===== src/rtl/swu_pkg.sv =====
// Shared constants, FSM state type and frame-length helper for the ECG
// sliding-window sequencer. Optional build macro: SWU_SEQ_ZERO_PAD_EN
// (frame is extended by zero-padded windows past the end of the stream).
package swu_pkg;

  localparam int WORD_W        = 32;
  localparam int WIN_W         = 7;
  localparam int STRIDE        = 2;
  localparam int WIN_PER_WORD  = 16;
  localparam int DEFAULT_DEPTH = 29;

  localparam int BUF_W    = 2 * WORD_W;
  localparam int OFF_W    = $clog2(WORD_W);
  localparam int IDX_W    = $clog2(BUF_W);
  localparam int SUB_W    = $clog2(WIN_PER_WORD);
  localparam int CNT_W    = 10;
  // Windows that would straddle the end of the stream without padding.
  localparam int TAIL_WIN = (WIN_W - 1) / STRIDE;

  typedef enum logic [1:0] {
    S_IDLE,
    S_PRIME,
    S_RUN,
    S_FIN
  } swu_state_t;

  // Number of windows emitted for a frame of n_words ROM words (n_words > 0).
  function automatic logic [CNT_W-1:0] frame_windows(input logic [CNT_W-1:0] n_words);
`ifdef SWU_SEQ_ZERO_PAD_EN
    return n_words * CNT_W'(WIN_PER_WORD);
`else
    return n_words * CNT_W'(WIN_PER_WORD) - CNT_W'(TAIL_WIN);
`endif
  endfunction

endpackage


===== src/rtl/swu_seq_if.sv =====
// Bus bundle between the window sequencer, its sample ROM and the PE array.
// master = environment side, slave = sequencer side.
interface swu_seq_if #(
  parameter int ADDR_W = 5
) ();

  logic                             start;
  logic [ADDR_W:0]                  n_words;
  logic                             rom_en;
  logic [ADDR_W-1:0]                rom_addr;
  logic [swu_pkg::WORD_W-1:0]       rom_data;
  logic [swu_pkg::WIN_W-1:0]        win_data;
  logic                             win_valid;
  logic                             win_ready;
  logic                             busy;
  logic                             done;
  logic [swu_pkg::CNT_W-1:0]        win_cnt;

  modport master (
    output start, n_words, rom_data, win_ready,
    input  rom_en, rom_addr, win_data, win_valid, busy, done, win_cnt
  );

  modport slave (
    input  start, n_words, rom_data, win_ready,
    output rom_en, rom_addr, win_data, win_valid, busy, done, win_cnt
  );

endinterface


===== src/rtl/swu_win_extract.sv =====
// Selects one MSB-first window from the two-word buffer; offset counts bits
// from the MSB of the upper (current) word.
module swu_win_extract
  import swu_pkg::*;
(
  input  logic [BUF_W-1:0] buffer,
  input  logic [OFF_W-1:0] offset,
  output logic [WIN_W-1:0] window
);

  genvar gi;
  generate
    for (gi = 0; gi < WIN_W; gi = gi + 1) begin : g_bit
      assign window[WIN_W-1-gi] = buffer[IDX_W'(BUF_W-1-gi) - IDX_W'(offset)];
    end
  endgenerate

endmodule


===== src/rtl/swu_seq.sv =====
// Frame sequencer: streams ROM words through a two-word buffer and hands out
// 7-bit windows at stride 2 over a valid/ready handshake.
// Optional build macro: SWU_SEQ_ZERO_PAD_EN (16*N windows, tail read as 0);
// default build emits 16*N-3 windows.
module swu_seq
  import swu_pkg::*;
#(
  parameter int DEPTH  = DEFAULT_DEPTH,
  parameter int ADDR_W = 5
) (
  input  logic     clk,
  input  logic     rst_n,
  swu_seq_if.slave bus
);

  localparam int             N_W     = ADDR_W + 1;
  localparam logic [N_W-1:0] DEPTH_N = N_W'(DEPTH);

  swu_state_t          state_reg, state_next;
  logic [N_W-1:0]      n_eff_reg;
  logic [N_W-1:0]      word_reg;        // ROM index of the word held in buf_hi_reg
  logic [CNT_W-1:0]    total_reg;
  logic [CNT_W-1:0]    win_cnt_reg;
  logic [SUB_W-1:0]    sub_reg;         // window index inside the current word
  logic [WORD_W-1:0]   buf_hi_reg, buf_lo_reg;
  logic                rom_en_reg;
  logic [ADDR_W-1:0]   rom_addr_reg;
  logic                data_vld_reg;    // rom_data carries a requested word
  logic                data_hi_reg;     // ...and it is word 0 (goes to buf_hi)

  logic [N_W-1:0]      n_clamped;
  logic [N_W-1:0]      word_plus2;
  logic                start_acc, xfer, last_xfer, word_done;
  logic                win_valid, busy, done;
  logic [WIN_W-1:0]    window;

  assign n_clamped  = (bus.n_words > DEPTH_N) ? DEPTH_N : bus.n_words;
  assign start_acc  = (state_reg == S_IDLE) && bus.start;
  assign xfer       = (state_reg == S_RUN) && bus.win_ready;
  assign last_xfer  = xfer && (win_cnt_reg == total_reg - CNT_W'(1));
  // Leaving the last window of a word (not the final one): shift the buffer.
  assign word_done  = xfer && (sub_reg == SUB_W'(WIN_PER_WORD - 1)) && !last_xfer;
  assign word_plus2 = word_reg + N_W'(2);

  // FSM state register
  always_ff @(posedge clk or negedge rst_n) begin
    if (!rst_n) state_reg <= S_IDLE;
    else        state_reg <= state_next;
  end

  // FSM next state and status decode
  always_comb begin
    state_next = state_reg;
    win_valid  = 1'b0;
    busy       = 1'b0;
    done       = 1'b0;
    case (state_reg)
      S_IDLE: begin
        if (start_acc) state_next = (n_clamped == '0) ? S_FIN : S_PRIME;
      end
      S_PRIME: begin
        busy = 1'b1;
        // Word 1 landed, or word 0 landed and it is the only word.
        if (data_vld_reg && (!data_hi_reg || n_eff_reg == N_W'(1))) state_next = S_RUN;
      end
      S_RUN: begin
        busy      = 1'b1;
        win_valid = 1'b1;
        if (last_xfer) state_next = S_FIN;
      end
      S_FIN: begin
        busy       = 1'b1;
        done       = 1'b1;
        state_next = S_IDLE;
      end
      default: state_next = S_IDLE;
    endcase
  end

  // ROM read issue: word 0 on start, word 1 right after, then word k+2 when
  // leaving word k so it lands well before window 13 needs it.
  always_ff @(posedge clk or negedge rst_n) begin
    if (!rst_n) begin
      rom_en_reg   <= 1'b0;
      rom_addr_reg <= '0;
    end else begin
      rom_en_reg <= 1'b0;
      if (start_acc && n_clamped != '0) begin
        rom_en_reg   <= 1'b1;
        rom_addr_reg <= '0;
      end else if (state_reg == S_PRIME && rom_en_reg && rom_addr_reg == '0 &&
                   n_eff_reg > N_W'(1)) begin
        rom_en_reg   <= 1'b1;
        rom_addr_reg <= ADDR_W'(1);
      end else if (word_done && word_plus2 < n_eff_reg) begin
        rom_en_reg   <= 1'b1;
        rom_addr_reg <= word_plus2[ADDR_W-1:0];
      end
    end
  end

  // Track which buffer half the returning ROM word belongs to
  always_ff @(posedge clk or negedge rst_n) begin
    if (!rst_n) begin
      data_vld_reg <= 1'b0;
      data_hi_reg  <= 1'b0;
    end else begin
      data_vld_reg <= rom_en_reg;
      data_hi_reg  <= rom_en_reg && (rom_addr_reg == '0);
    end
  end

  // Two-word buffer: shift on word change; an empty lower half reads as zeros
  always_ff @(posedge clk or negedge rst_n) begin
    if (!rst_n) begin
      buf_hi_reg <= '0;
      buf_lo_reg <= '0;
    end else if (word_done) begin
      buf_hi_reg <= buf_lo_reg;
      buf_lo_reg <= '0;
    end else if (data_vld_reg && data_hi_reg) begin
      buf_hi_reg <= bus.rom_data;
      buf_lo_reg <= '0;
    end else if (data_vld_reg) begin
      buf_lo_reg <= bus.rom_data;
    end
  end

  // Frame bookkeeping: length capture on start, window/word counters on transfer
  always_ff @(posedge clk or negedge rst_n) begin
    if (!rst_n) begin
      n_eff_reg   <= '0;
      total_reg   <= '0;
      win_cnt_reg <= '0;
      sub_reg     <= '0;
      word_reg    <= '0;
    end else if (start_acc) begin
      n_eff_reg   <= n_clamped;
      total_reg   <= frame_windows(CNT_W'(n_clamped));
      win_cnt_reg <= '0;
      sub_reg     <= '0;
      word_reg    <= '0;
    end else if (xfer) begin
      win_cnt_reg <= win_cnt_reg + CNT_W'(1);
      sub_reg     <= sub_reg + SUB_W'(1);
      if (word_done) word_reg <= word_reg + N_W'(1);
    end
  end

  swu_win_extract u_extract (
    .buffer (BUF_W'({buf_hi_reg, buf_lo_reg})),
    .offset (OFF_W'(sub_reg) * OFF_W'(STRIDE)),
    .window (window)
  );

  assign bus.rom_en    = rom_en_reg;
  assign bus.rom_addr  = rom_addr_reg;
  assign bus.win_data  = window;
  assign bus.win_valid = win_valid;
  assign bus.busy      = busy;
  assign bus.done      = done;
  assign bus.win_cnt   = win_cnt_reg;

endmodule

===== src/flat_wrapper.sv =====
// flat-port wrapper written by rule: the top's interface ports become plain ports
module swu_seq_flat import swu_pkg::*;
#(
  parameter int DEPTH  = DEFAULT_DEPTH,
  parameter int ADDR_W = 5
)
  (clk, rst_n, bus_start, bus_n_words, bus_rom_data, bus_win_ready, bus_rom_en, bus_rom_addr, bus_win_data, bus_win_valid, bus_busy, bus_done, bus_win_cnt);
  swu_seq_if #(.ADDR_W(ADDR_W)) bus_i ();
  input  logic clk;
  input  logic rst_n;
  input wire logic [$bits(bus_i.start)-1:0] bus_start;
  input wire logic [$bits(bus_i.n_words)-1:0] bus_n_words;
  input wire logic [$bits(bus_i.rom_data)-1:0] bus_rom_data;
  input wire logic [$bits(bus_i.win_ready)-1:0] bus_win_ready;
  output wire logic [$bits(bus_i.rom_en)-1:0] bus_rom_en;
  output wire logic [$bits(bus_i.rom_addr)-1:0] bus_rom_addr;
  output wire logic [$bits(bus_i.win_data)-1:0] bus_win_data;
  output wire logic [$bits(bus_i.win_valid)-1:0] bus_win_valid;
  output wire logic [$bits(bus_i.busy)-1:0] bus_busy;
  output wire logic [$bits(bus_i.done)-1:0] bus_done;
  output wire logic [$bits(bus_i.win_cnt)-1:0] bus_win_cnt;
  assign bus_i.start = bus_start;
  assign bus_i.n_words = bus_n_words;
  assign bus_i.rom_data = bus_rom_data;
  assign bus_i.win_ready = bus_win_ready;
  assign bus_rom_en = bus_i.rom_en;
  assign bus_rom_addr = bus_i.rom_addr;
  assign bus_win_data = bus_i.win_data;
  assign bus_win_valid = bus_i.win_valid;
  assign bus_busy = bus_i.busy;
  assign bus_done = bus_i.done;
  assign bus_win_cnt = bus_i.win_cnt;
  swu_seq #(.DEPTH(DEPTH), .ADDR_W(ADDR_W)) u_core (.clk(clk), .rst_n(rst_n), .bus(bus_i));
endmodule

===== config.mk =====
export PLATFORM = sky130hd
export DESIGN_NAME = swu_seq_flat
export DESIGN_NICKNAME = d
export VERILOG_FILES = /design/src/rtl/swu_pkg.sv /design/src/rtl/swu_seq_if.sv /design/src/rtl/swu_win_extract.sv /design/src/rtl/swu_seq.sv /design/src/flat_wrapper.sv
export SDC_FILE = /design/constraint.sdc
export NUM_CORES = 1
export LEC_CHECK = 0
export CAP_MARGIN = 30
export CORE_MARGIN = 5
export CORE_UTILIZATION = 62
export DETAILED_ROUTE_END_ITERATION = 7
export HOLD_SLACK_MARGIN = 0.1
export PLACE_DENSITY = 0.86
export SETUP_SLACK_MARGIN = 0.4
export SKIP_CTS_REPAIR_TIMING = 1
export SYNTH_ARGS = -nofsm -noshare
export SYNTH_HDL_FRONTEND = slang
export SYNTH_SLANG_ARGS = --single-unit

===== constraint.sdc =====
create_clock -name clk -period 10.1 [get_ports clk]
set_input_delay 1.01 -clock clk [delete_from_list [all_inputs] [get_ports clk]]
set_output_delay 1.01 -clock clk [all_outputs]
set_load 0.03 [all_outputs]

==> impl_metrics.toml, run 1 <==
[timing]
worst_pin_slew_ns = 1.008
final_max_slew_viol_count = 0
setup_viol = 0
tns_ns = 0
timing.hold.ws_ns = 0.4145
hold_viol = 0
min_period_over_period_pct = 50.93
rsz0062_at_grt = "no"
fmax_ghz = 0.1944
slew_headroom_pct = 32.78
finClkSkew_ns = 0.01262
min_period_ns = 5.144

[placed_design]
globalplace.congestion = 0.9276
dpl.hpwl_mm = 11.14
numPortBuffers = 67

[synth]
synthesis.area_sq_um = 6750
synthArstFlopShare_pct = 100.0
ys_ff_latch = 107
yosys.cell_types.count = 55
synth_nets = 697
ys.warnings.count = 0
synth-edff-count = 0
ys_seq_area_share_pct = 39.67
synth_xor_area_share_pct = 4.282
synth_mux_area_share_pct = 20.57
synth_compound_area_share_pct = 11.64
syn_area_per_cell_sq_um = 10.63
synth_top_cell_by_area = "dfrtp_1"
synth-simple-area-share_pct = 15.96
synth_common_cells = "dfrtp_1, nand2_1, mux4_2, o21ai_0, mux2i_1"
ys_top_cells_by_area = "dfrtp_1, mux4_2, mux2i_1"
synth_ff_type = "dfrtp_1"
synth_fa_ha_area_share_pct = 3.707
synthMostInstantiatedCell = "dfrtp_1"
synth_top_family_by_area = "multiplexers"
synth_cells = 635
synth_top_cell_area_share_pct = 39.67

[critical_path]
critPathRequiredTime_ns = 9.09
worstSetupStartpointType = "register"
reg2reg_to = "u_core.bus.rom_addr[4]"
r2r_setup_slack_ns = 6.80
critical_path.endpoint_type = "primary output"
cp_max_fo = 22
reg2reg_depth = 8
arrival_ns = 4.13
worstSetupPathType = "register to primary output"
regToRegStartpoint = "u_core.sub_reg[1]"

[drt]
vias = 5161
drtAntennaViolNets = 0
wl_mm = 15.89
drc = 0
drt-initial-drc-count = 421
routedWlPerCell_um = 19.31
avgViaCountPerCell = 6.271
first_pass_iters = 5

[floorplan]
num_rows = 38
dieArea_sq_um = 13070
die_h_um = 114.3
ioPinCount = 68
design.core.area_sq_um = 10750
die_width_um = 114.3
initial_core_util_pct = 62.82

[finish]
num-nets-final = 740
area_delta_synth_final_pct = 14.35
layout-drive-gt1-share_pct = 16.25
antennaDiodeCount = 0
post-route-util_pct = 71.83

[global_routing]
grtUsageTotal_pct = 25.62
grt_pass1_wl_mm = 26.39
antenna_found_initial = 0
overflow = 0
grt_start_max_net_pins = 77
grt_pass1_vias = 5345

[hold_path]
worstHoldEndpoint = "u_core.data_vld_reg"
min_path_cells = 0
hp-start = "u_core.bus.rom_en"
holdCritPathClass = "register to register"

[clock_network]
clk_path_buf_depth = 2
cts-root-buf = "clkbuf_8"
ctsHtreeMaxLevel = 3
path_clk_slew_ns = 0.11
clk_latency_ns = 0.39
cts_tree = "done"
cts_inserted_buffers = 9
clock-sinks = 107

[power_and_ir_drop]
powerDensity_nw_per_um2 = 290.7
p_leak_nw = 3.249
ir_worst_vdd_mv = 0.2151

[run]
timing.max_cap.violations = 0

[outcome]
status = "finished clean"
-- power by group --
part / internal, W / switching [W]
clock: 0.000142 / 0.000159
combinational: 0.000596 / 0.000527
sequential: 0.000594 / 0.000226
total: 0.00133 / 0.000912
-- worst max-delay path, stage by stage, from the launching register on --
cell	delay (ns)
dfrtp_1	1.02
inv_1	0.21
ha_1	0.80
mux4_2	0.41
mux4_2	0.45
nand2_1	0.08
o21ai_0	0.14
clkdlybuf4s50_1	0.63
-- worst max-delay path by stage --
stage | start | endpoint | slack [ns]
2_1_floorplan | u_core.sub_reg[1] | bus_win_data[3] | 5.62
6_report | u_core.sub_reg[1] | bus_win_data[3] | 4.96
5_1_grt | u_core.sub_reg[1] | bus_win_data[3] | 4.66
3_5_place_dp | u_core.sub_reg[1] | bus_win_data[3] | 5.40
4_1_cts | u_core.sub_reg[1] | bus_win_data[3] | 4.94
3_3_place_gp | u_core.sub_reg[0] | bus_win_data[3] | 5.41
-- metrics by stage --
| stage | area (sq um) | std cells | power [W] | worst slack, ns |
|---|---|---|---|---|
| after floorplan | 6750 | 635 | 0.001599 | 5.618 |
| after global placement | 7411 | 803 | 0.001870 | 5.412 |
| after detailed placement | 7478 | 806 | 0.001937 | 5.396 |
| after CTS | 7704 | 822 | 0.002241 | 4.939 |
| after global routing | 7719 | 823 | 0.002383 | 4.660 |
| final | 7719 | 823 | 0.002243 | 4.956 |
-- layer usage --
metal | vias to the layer above | global-route usage (%) | routed length (um)
met5 | - | 0 | 0
met4 | 0 | 9.976 | 371
met3 | 27 | 4.123 | 890
met2 | 189 | 40.98 | 7764
met1 | 2571 | 35.44 | 6865
li1 | 2374 | - | -
-- area by class of cell --
class / count / area [sq um]
Clock buffer: 9 / 123.9
Clock inverter: 7 / 101.3
Fill cell: 773 / 3027
Inverter: 17 / 63.81
Multi-Input combinational cell: 468 / 3795
Sequential cell: 107 / 2679
Tap cell: 140 / 175.2
Timing Repair Buffer: 75 / 780.7
-- cells by family after synthesis --
group	Yosys count
buf+inv	60
flops	107
mux	85
fa+ha+maj	20
xor+xnor	33
simple gates	212
compound gates	118
-- cells in the final DEF, fill, tap and decap left out, drive strengths merged, types with 3 or more instances in the layout --
cell,netlist,layout
xnor2,18,18
a21boi,3,3
o21a,3,3
buf,15,9
dfrtp,107,107
nand2,67,67
mux2i,42,42
mux4,43,43
a21oi,47,47
nor4,6,6
clkinv,0,3
or4,3,3
nand2b,36,36
a211oi,3,3
nand4,6,6
clkbuf,28,9
inv,17,18
xor2,15,15
nor2,29,29
nand3,39,39
o21ai,51,51
clkdlybuf4s50,0,66
ha,20,20
nor3,5,5
and3,4,4
Note: power is estimated with default switching activity, not from simulation.
==> run 2: changes to the inputs <==
- CORE_UTILIZATION: 62 -> 58
- PLACE_DENSITY: 0.86 -> 0.81
- clock period: 10.1 -> 5 ns (I/O delays scaled with it)
==> impl_metrics.toml, run 2 (synthesized netlist as in run 1, its figures left out) <==
[clock_network]
ctsHtreeMaxLevel = 3
cts_inserted_buffers = 9
path_clk_slew_ns = 0.08
clk_path_buf_depth = 2
cts-root-buf = "clkbuf_16"
cts_tree = "done"
clk_latency_ns = 0.36
clock-sinks = 107

[drt]
wl_mm = 16.20
first_pass_iters = 5
drc = 0
vias = 5156
avgViaCountPerCell = 6.235
drt-initial-drc-count = 425
routedWlPerCell_um = 19.59
drtAntennaViolNets = 0

[global_routing]
overflow = 0
grtUsageTotal_pct = 24.42
antenna_found_initial = 0
grt_pass1_vias = 5243
grt_pass1_wl_mm = 27.75
grt_start_max_net_pins = 75

[floorplan]
num_rows = 39
design.core.area_sq_um = 11420
die_h_um = 117.9
die_width_um = 117.9
ioPinCount = 68
dieArea_sq_um = 13900
initial_core_util_pct = 59.12

[timing]
finClkSkew_ns = 0.01091
hold_viol = 0
min_period_over_period_pct = 83.33
min_period_ns = 4.166
slew_headroom_pct = 31.51
fmax_ghz = 0.2400
tns_ns = 0
setup_slack_ns = 0.8336
rsz0062_at_grt = "no"
timing.hold.ws_ns = 0.1408
worst_pin_slew_ns = 1.027
setup_viol = 0
final_max_slew_viol_count = 0

[power_and_ir_drop]
powerDensity_nw_per_um2 = 604.1
total_power_w = 0.004728
p_leak_nw = 3.307
ir_worst_vdd_mv = 0.6341

[placed_design]
placedCellCount = 810
post-place-ws_ns = 1.309
numPortBuffers = 67
dpl.hpwl_mm = 11.53
globalplace.congestion = 0.9054

[critical_path]
worstSetupStartpointType = "register"
critical_path.endpoint_type = "primary output"
worstSetupPathType = "register to primary output"
critPathRequiredTime_ns = 4.50
r2r_setup_slack_ns = 1.62
arrival_ns = 3.67
cp_max_fo = 22

[finish]
num-nets-final = 741
antennaDiodeCount = 0
finalNonFillerCells = 827
mostFrequentLayoutCells = "dfrtp_1, nand2_1, clkdlybuf4s50_1, o21ai_0, mux4_2"
layout_commonest_cell = "dfrtp_1"
area_delta_synth_final_pct = 15.96
nFillCells = 885
layout-drive-gt1-share_pct = 16.37

[hold_path]
holdCritPathClass = "primary input to async pin"

[run]
timing.max_cap.violations = 0

[outcome]
status = "finished clean"
run 2: power by group:
group | switching [W] | leakage [nW] | internal (W) | total, W
sequential | 0.000394 | 1.34 | 0.00120 | 0.00160
combinational | 0.00114 | 1.81 | 0.00120 | 0.00234
clock | 0.000341 | 0.165 | 0.000449 | 0.000790
total | 0.00188 | 3.31 | 0.00285 | 0.00473
run 2: stage by stage:
| step | cell area [sq um] | util (%) |
|---|---|---|
| floorplan | 6750 | - |
| global placement | 7430 | 65.07 |
| detailed placement | 7465 | 65.37 |
| CTS | 7800 | 68.31 |
| global route | 7828 | 68.55 |
| finish | 7828 | 68.55 |
run 2: worst paths after layout:
path,startpoint,end,cells after the start
max in group asynchronous,rst_n,u_core.n_eff_reg[2],3
hold reg to reg,u_core.bus.rom_en,u_core.data_vld_reg,0
hold / removal,rst_n,u_core.buf_lo_reg[17],2
setup / recovery,u_core.sub_reg[1],bus_win_data[3],9
min in group clk,u_core.bus.rom_en,u_core.data_vld_reg,0
setup reg to reg,u_core.sub_reg[0],u_core.buf_hi_reg[8],7
run 2: layer usage:
metal	part of all wire [%]	global-route usage, %	vias up
li1	-	-	2373
met1	42	33.03	2597
met2	51	39.75	168
met3	5.5	6.151	18
met4	1.5	5.950	0
met5	0	0	-
run 2: critical path: stages (launching register included):
cell and delay, ns:
dfrtp_1 0.32, buf_4 0.31, inv_1 0.11, ha_1 0.78, mux4_2 0.61, a22oi_1 0.21, nor2_1 0.06, a21oi_1 0.12
o21ai_0 0.13, clkdlybuf4s50_1 0.63
run 2: final cells by class:
cell class	instances	area, sq um	share of cell area (%)
timing repair buffer	76	775.7	9.910
inverter	17	63.81	0.8152
clock inverter	7	110.1	1.407
tap	143	178.9	2.286
clock buffer	9	225.2	2.877
sequential	107	2679	34.22
multi-input combinational	468	3795	48.48
